==> src/rtl/regfile_wb_arbiter.sv <==
// Register-file write-port arbiter: round-robin between two writeback requesters,
// with a per-register busy scoreboard and decode-stage operand hazard outputs.
module regfile_wb_arbiter #(
    parameter int unsigned REG_WIDTH  = 32,
    parameter int unsigned ADDR_WIDTH = 5
) (
    input  logic                       clk,
    input  logic                       rst,
    input  logic                       wb0_valid,
    output logic                       wb0_ready,
    input  logic [ADDR_WIDTH-1:0]      wb0_rd,
    input  logic [REG_WIDTH-1:0]       wb0_data,
    input  logic                       wb1_valid,
    output logic                       wb1_ready,
    input  logic [ADDR_WIDTH-1:0]      wb1_rd,
    input  logic [REG_WIDTH-1:0]       wb1_data,
    input  logic                       hold,
    input  logic                       issue_valid,
    input  logic [ADDR_WIDTH-1:0]      issue_rd,
    input  logic [ADDR_WIDTH-1:0]      rs1,
    input  logic [ADDR_WIDTH-1:0]      rs2,
    output logic                       rs1_busy,
    output logic                       rs2_busy,
    output logic [ADDR_WIDTH-1:0]      rd,
    output logic [REG_WIDTH-1:0]       write_data,
    output logic                       reg_write,
    output logic [(1<<ADDR_WIDTH)-1:0] busy_vec
);
    localparam int unsigned NumRegs = 1 << ADDR_WIDTH;

    logic                  r_last_grant;
    logic [NumRegs-1:0]    r_busy;
    logic                  r_reg_write;
    logic [ADDR_WIDTH-1:0] r_rd;
    logic [REG_WIDTH-1:0]  r_write_data;

    logic                  w_gnt0;
    logic                  w_gnt1;
    logic                  w_any;
    logic [ADDR_WIDTH-1:0] w_gnt_rd;
    logic [REG_WIDTH-1:0]  w_gnt_data;
    logic [NumRegs-1:0]    w_busy_d;

    // Requester 0 wins a contention only if requester 1 took the previous grant.
    // No transfer is accepted while reset is asserted.
    always_comb begin
        w_gnt0 = 1'b0;
        w_gnt1 = 1'b0;
        if (!rst && !hold) begin
            if (wb0_valid && (!wb1_valid || r_last_grant)) begin
                w_gnt0 = 1'b1;
            end else if (wb1_valid) begin
                w_gnt1 = 1'b1;
            end
        end
    end

    assign w_any      = w_gnt0 | w_gnt1;
    assign w_gnt_rd   = w_gnt1 ? wb1_rd : wb0_rd;
    assign w_gnt_data = w_gnt1 ? wb1_data : wb0_data;

    // Clear on accept, then set on issue so a same-cycle reissue stays pending.
    always_comb begin
        w_busy_d = r_busy;
        if (w_any) begin
            w_busy_d[w_gnt_rd] = 1'b0;
        end
        if (issue_valid) begin
            w_busy_d[issue_rd] = 1'b1;
        end
        w_busy_d[0] = 1'b0;
    end

    always_ff @(posedge clk) begin
        if (rst) begin
            r_last_grant <= 1'b1;
            r_busy       <= '0;
            r_reg_write  <= 1'b0;
            r_rd         <= '0;
            r_write_data <= '0;
        end else begin
            r_busy      <= w_busy_d;
            r_reg_write <= w_any && (w_gnt_rd != '0);
            if (w_any) begin
                r_last_grant <= w_gnt1;
                r_rd         <= w_gnt_rd;
                r_write_data <= w_gnt_data;
            end
        end
    end

    assign wb0_ready  = w_gnt0;
    assign wb1_ready  = w_gnt1;
    assign reg_write  = r_reg_write;
    assign rd         = r_rd;
    assign write_data = r_write_data;
    assign busy_vec   = r_busy;
    assign rs1_busy   = (rs1 != '0) && r_busy[rs1];
    assign rs2_busy   = (rs2 != '0) && r_busy[rs2];

endmodule

==> config.mk <==
export PLATFORM = sky130hd
export DESIGN_NAME = regfile_wb_arbiter
export DESIGN_NICKNAME = d
export VERILOG_FILES = /design/src/rtl/regfile_wb_arbiter.sv
export SDC_FILE = /design/constraint.sdc
export NUM_CORES = 1
export LEC_CHECK = 0
export ABC_AREA = 1
export BUFFER_PORTS_ARGS = -buffer_cell sky130_fd_sc_hd__buf_2
export CAP_MARGIN = 10
export CELL_PAD_IN_SITES_DETAIL_PLACEMENT = 0
export CELL_PAD_IN_SITES_GLOBAL_PLACEMENT = 1
export CORE_UTILIZATION = 34
export CTS_CLUSTER_DIAMETER = 30
export CTS_CLUSTER_SIZE = 16
export DETAILED_ROUTE_END_ITERATION = 8
export PLACE_DENSITY_LB_ADDON = 0.25
export SLEW_MARGIN = 20
export SYNTH_ARGS = -nofsm -noshare
export SYNTH_HDL_FRONTEND = slang
export SYNTH_SLANG_ARGS = --single-unit
==> constraint.sdc <==
create_clock -name clk -period 2.6 [get_ports clk]
set_clock_uncertainty 0.2 [all_clocks]
set_input_delay 0.26 -clock clk [delete_from_list [all_inputs] [get_ports clk]]
set_output_delay 0.26 -clock clk [all_outputs]
set_load 0.03 [all_outputs]
==> implementation parameters <==
Parameter                              Value

Final layout
  Layout net count    885
  P&R area growth vs syn    50.76%
  Final cell count without fillers    932
  Final core occ    53.46%
  Combined flip-flop and latch cell area    1401 um^2
  # fillers    1,069
  Ratio of cells with drive above 1 in the final layout    27.80%
  Total area of multi-input combinational cells    2063 um^2

Drt
  Router iterations before antenna repair    5
  Vias per Instance    5.036
  Routed wire length per instance    14.58 um
  Routed Wire Length    13,590 um
  Remaining routing DRC violations    0
  Detailed Route Iter0 Violations    276
  Detailed-route via count    4,694
  Antenna Violating Nets Remaining    0

Job
  Max-cap check violation count    0

STA
  Setup repair after global routing missed its margin    false
  Maximum operating frequency    412.1 MHz
  Slew at the pin closest to its max-slew limit    0.6790 ns
  Worst max-slew margin expressed relative to the limit    54.56%
  Fin crit share    93.32%
  Total negative slack    0 ns
  Number of max-slew violations in the final report    0
  Final Hold Fails    0
  Min Clock Period, post-route    2.426 ns
  Endpoints failing setup    0

Yosys
  Post-synthesis register bit count    70
  Mean cell area of the mapped netlist    6.554 um^2
  Number of standard cells after synthesis    566
  Sequential element share of the synthesized area    37.77%
  Net count after synthesis    661
  Netlist area before placement    3710 um^2
  Synth Flop Type    sky130_fd_sc_hd__dfxtp_1
  Count of yosys warnings during synthesis    0
  Number of synthesized flops with an enable pin    0
  Async set or reset register ratio after synthesis    0%
  Number of different library cells in the post-synthesis netlist    30

Clock network
  Clock network latency to the later pin of the worst-skew pair    0.35 ns
  Number of buffers created by CTS    9
  TritonCTS clock tree    done
  Clock-pin slew on the worst setup and hold paths    0.08 ns
  Worst-case clock buffer depth    2
  Clk Tree Root Cell    sky130_fd_sc_hd__clkbuf_8
  TritonCTS Sinks    70
  Number of H-tree levels    3

Setup path
  Type of the worst setup path    flop to flop
  R2r startpoint    r_last_grant
  Timing startpoint of the critical path    r_last_grant
  Maximum fanout along the worst path    27
  Critical Path Most Common Cell    sky130_fd_sc_hd__nand3_1
  R2R cell count    8
  Slowest library cell on the worst path    sky130_fd_sc_hd__dlygate4sd3_1
  Setup slack on the worst flop-to-flop path    0.17 ns
  Critical path capture point type    flop
  End point of the critical path    write_data[20]
  CP Launch Type    flop
  Crit path arrival time    2.48 ns
  End of the worst register-to-register path    write_data[20]
  Slowest Stage Delay on Critical Path    0.55 ns
  Data required, critical path    2.65 ns
  Ordered cell list for the critical path    a21oi_4 -> nand2_8 -> nand2_2 -> clkinvlp_4 -> buf_4 -> nand3_1 -> nand3_1 -> dlygate4sd3_1

Floorplan
  Number of placed I/O pins    169
  Floorplan row count    37
  Die Y    106.5 um
  Effective utilization at floorplan    35.46%
  Area of the die    11,330 um^2
  Core Box Area    10,460 um^2
  Die width    106.5 um

Place
  Count of input and output buffers    167
  Placed wire-length estimate    9920 um
  Cell count after placement    850
  Placer congestion estimate    0.8740

Power
  Cell Int Power    2.168 mW
  Sequential share of power    38.5%
  Pwr per Cell Area    540.1 nW/um^2
  Maximum resistive drop on vdd    0.3549 mV
  Leakage power    2.672 nW
  Total net switching power    853.1 uW
  Combinational share of power    20.9%
  Overall Power    3.021 mW
  Fraction of power spent switching nets    28.24%
  Clock share of power    40.6%

Global routing
  Total global routing overflow    0
  Overall fraction of global-route tracks in use    24.49%
  Wire length of the first global-routing pass    21,770 um
  Number of global-route vias before repair    4,485
  Initial antenna violation count    1
  Largest net degree at the start of global routing    39

Run status
  Run status    complete, no violations

Worst hold path
  Hold Path Class    primary input to flop
[cells in the final DEF, fill, tap and decap left out, types with 3 or more instances in the layout]
cell,n
sky130_fd_sc_hd__nand2_1,183
sky130_fd_sc_hd__buf_2,167
sky130_fd_sc_hd__nand3_1,120
sky130_fd_sc_hd__dfxtp_1,70
sky130_fd_sc_hd__dlygate4sd3_1,64
sky130_fd_sc_hd__a21oi_1,42
sky130_fd_sc_hd__inv_1,31
sky130_fd_sc_hd__o21ai_0,20
sky130_fd_sc_hd__nor2_1,16
sky130_fd_sc_hd__clkbuf_8,11
sky130_fd_sc_hd__nor3_1,10
sky130_fd_sc_hd__o211ai_1,9
sky130_fd_sc_hd__nand2_2,9
sky130_fd_sc_hd__buf_4,9
sky130_fd_sc_hd__nor2_2,7
sky130_fd_sc_hd__nor2_4,4
sky130_fd_sc_hd__bufinv_16,4
sky130_fd_sc_hd__a31oi_1,3
[cell type report]
type                            instances  area share (%)
Timing Repair Buffer                  240           27.61
Clock inverter                          5           2.304
Sequential cell                        70           25.06
Tap cell                              136           3.043
Inverter                               34           2.349
Antenna cell                            1         0.04474
Multi-Input combinational cell        435           36.89
Clock buffer                           11           2.707
[registers in the layout, summed over array words and instances, names as in the netlist]
register	count
busy_vec	31
r_last_grant	1
rd	5
write_data	32
reg_write	1
[worst max-delay path: cells and delay by family, from the launching register on]
kind                   cells  cell delay, ns
and+or+nand+nor            4            0.58
AOI/OAI and AO/OA          1            0.27
DFF                        1            0.34
buffers and inverters      3            0.91
[power by group through the flow]
stage / Clock [mW] / Sequential (mW) / Combinational [mW]
floorplan: 0 / 1.29 / 0.222
global placement: 0 / 1.19 / 0.529
detailed placement: 0 / 1.19 / 0.532
CTS: 1.24 / 1.16 / 0.623
global route: 1.30 / 1.17 / 0.685
finish: 1.23 / 1.16 / 0.631
[cells by family after synthesis]
kind of cell / after synthesis / synth area share, %
other: 1 / 0.1011
buffers and inverters: 61 / 6.847
and+or+nand+nor: 355 / 43.27
DFF: 70 / 37.77
AOI/OAI and AO/OA: 79 / 12.01
[Yosys cell counts, types with 3 or more instances]
| master | instances | area [um^2] |
|---|---|---|
| sky130_fd_sc_hd__a21oi_1 | 42 | 210.2 |
| sky130_fd_sc_hd__a31oi_1 | 3 | 18.77 |
| sky130_fd_sc_hd__buf_2 | 8 | 40.04 |
| sky130_fd_sc_hd__clkbuf_1 | 14 | 52.55 |
| sky130_fd_sc_hd__dfxtp_1 | 70 | 1401 |
| sky130_fd_sc_hd__inv_1 | 32 | 120.1 |
| sky130_fd_sc_hd__nand2_1 | 183 | 686.9 |
| sky130_fd_sc_hd__nand2_2 | 9 | 56.30 |
| sky130_fd_sc_hd__nand3_1 | 120 | 600.6 |
| sky130_fd_sc_hd__nor2_1 | 16 | 60.06 |
| sky130_fd_sc_hd__nor2_2 | 7 | 43.79 |
| sky130_fd_sc_hd__nor2_4 | 4 | 45.04 |
| sky130_fd_sc_hd__nor3_1 | 10 | 50.05 |
| sky130_fd_sc_hd__o211ai_1 | 9 | 67.56 |
| sky130_fd_sc_hd__o21ai_0 | 20 | 100.1 |
[timing repair]
action | 4_1_cts | 5_1_grt
resized for setup | 0 | 2
buffers inserted | 0 | 1
endpoints found under the hold margin | 32 | 0
hold buffers | 64 | 0
endpoints found under the setup margin | 0 | 22
[layer usage]
metal	global-route usage (%)	up-vias	share of wire (%)
li1	-	2335	-
met1	28.36	2156	41
met2	44.34	181	51
met3	5.641	22	6.5
met4	7.632	0	1.6
met5	0	-	0
[worst min-delay path by stage]
stage	startpoint	end	slack (ns)	depth (start not counted)
floorplan	wb1_data[0]	write_data[0]	0.19	2
global placement	rd[0]	rd[0]	0.25	2
detailed placement	rd[0]	rd[0]	0.26	2
CTS	issue_rd[2]	busy_vec[17]	0.09	4
global route	issue_rd[3]	busy_vec[1]	0.11	4
finish	issue_rd[2]	busy_vec[25]	0.11	4
[through the flow]
stage	worst slack [ns]	instance area, um^2	hold slack (ns)
after floorplan	0.8600	3710	0.1862
after global placement	0.4327	4649	0.2531
after detailed placement	0.4115	4649	0.2616
after CTS	0.02719	5570	0.08528
after global routing	0.01102	5593	0.1054
final	0.1737	5593	0.1088
Power figures use the tool's default switching activity.
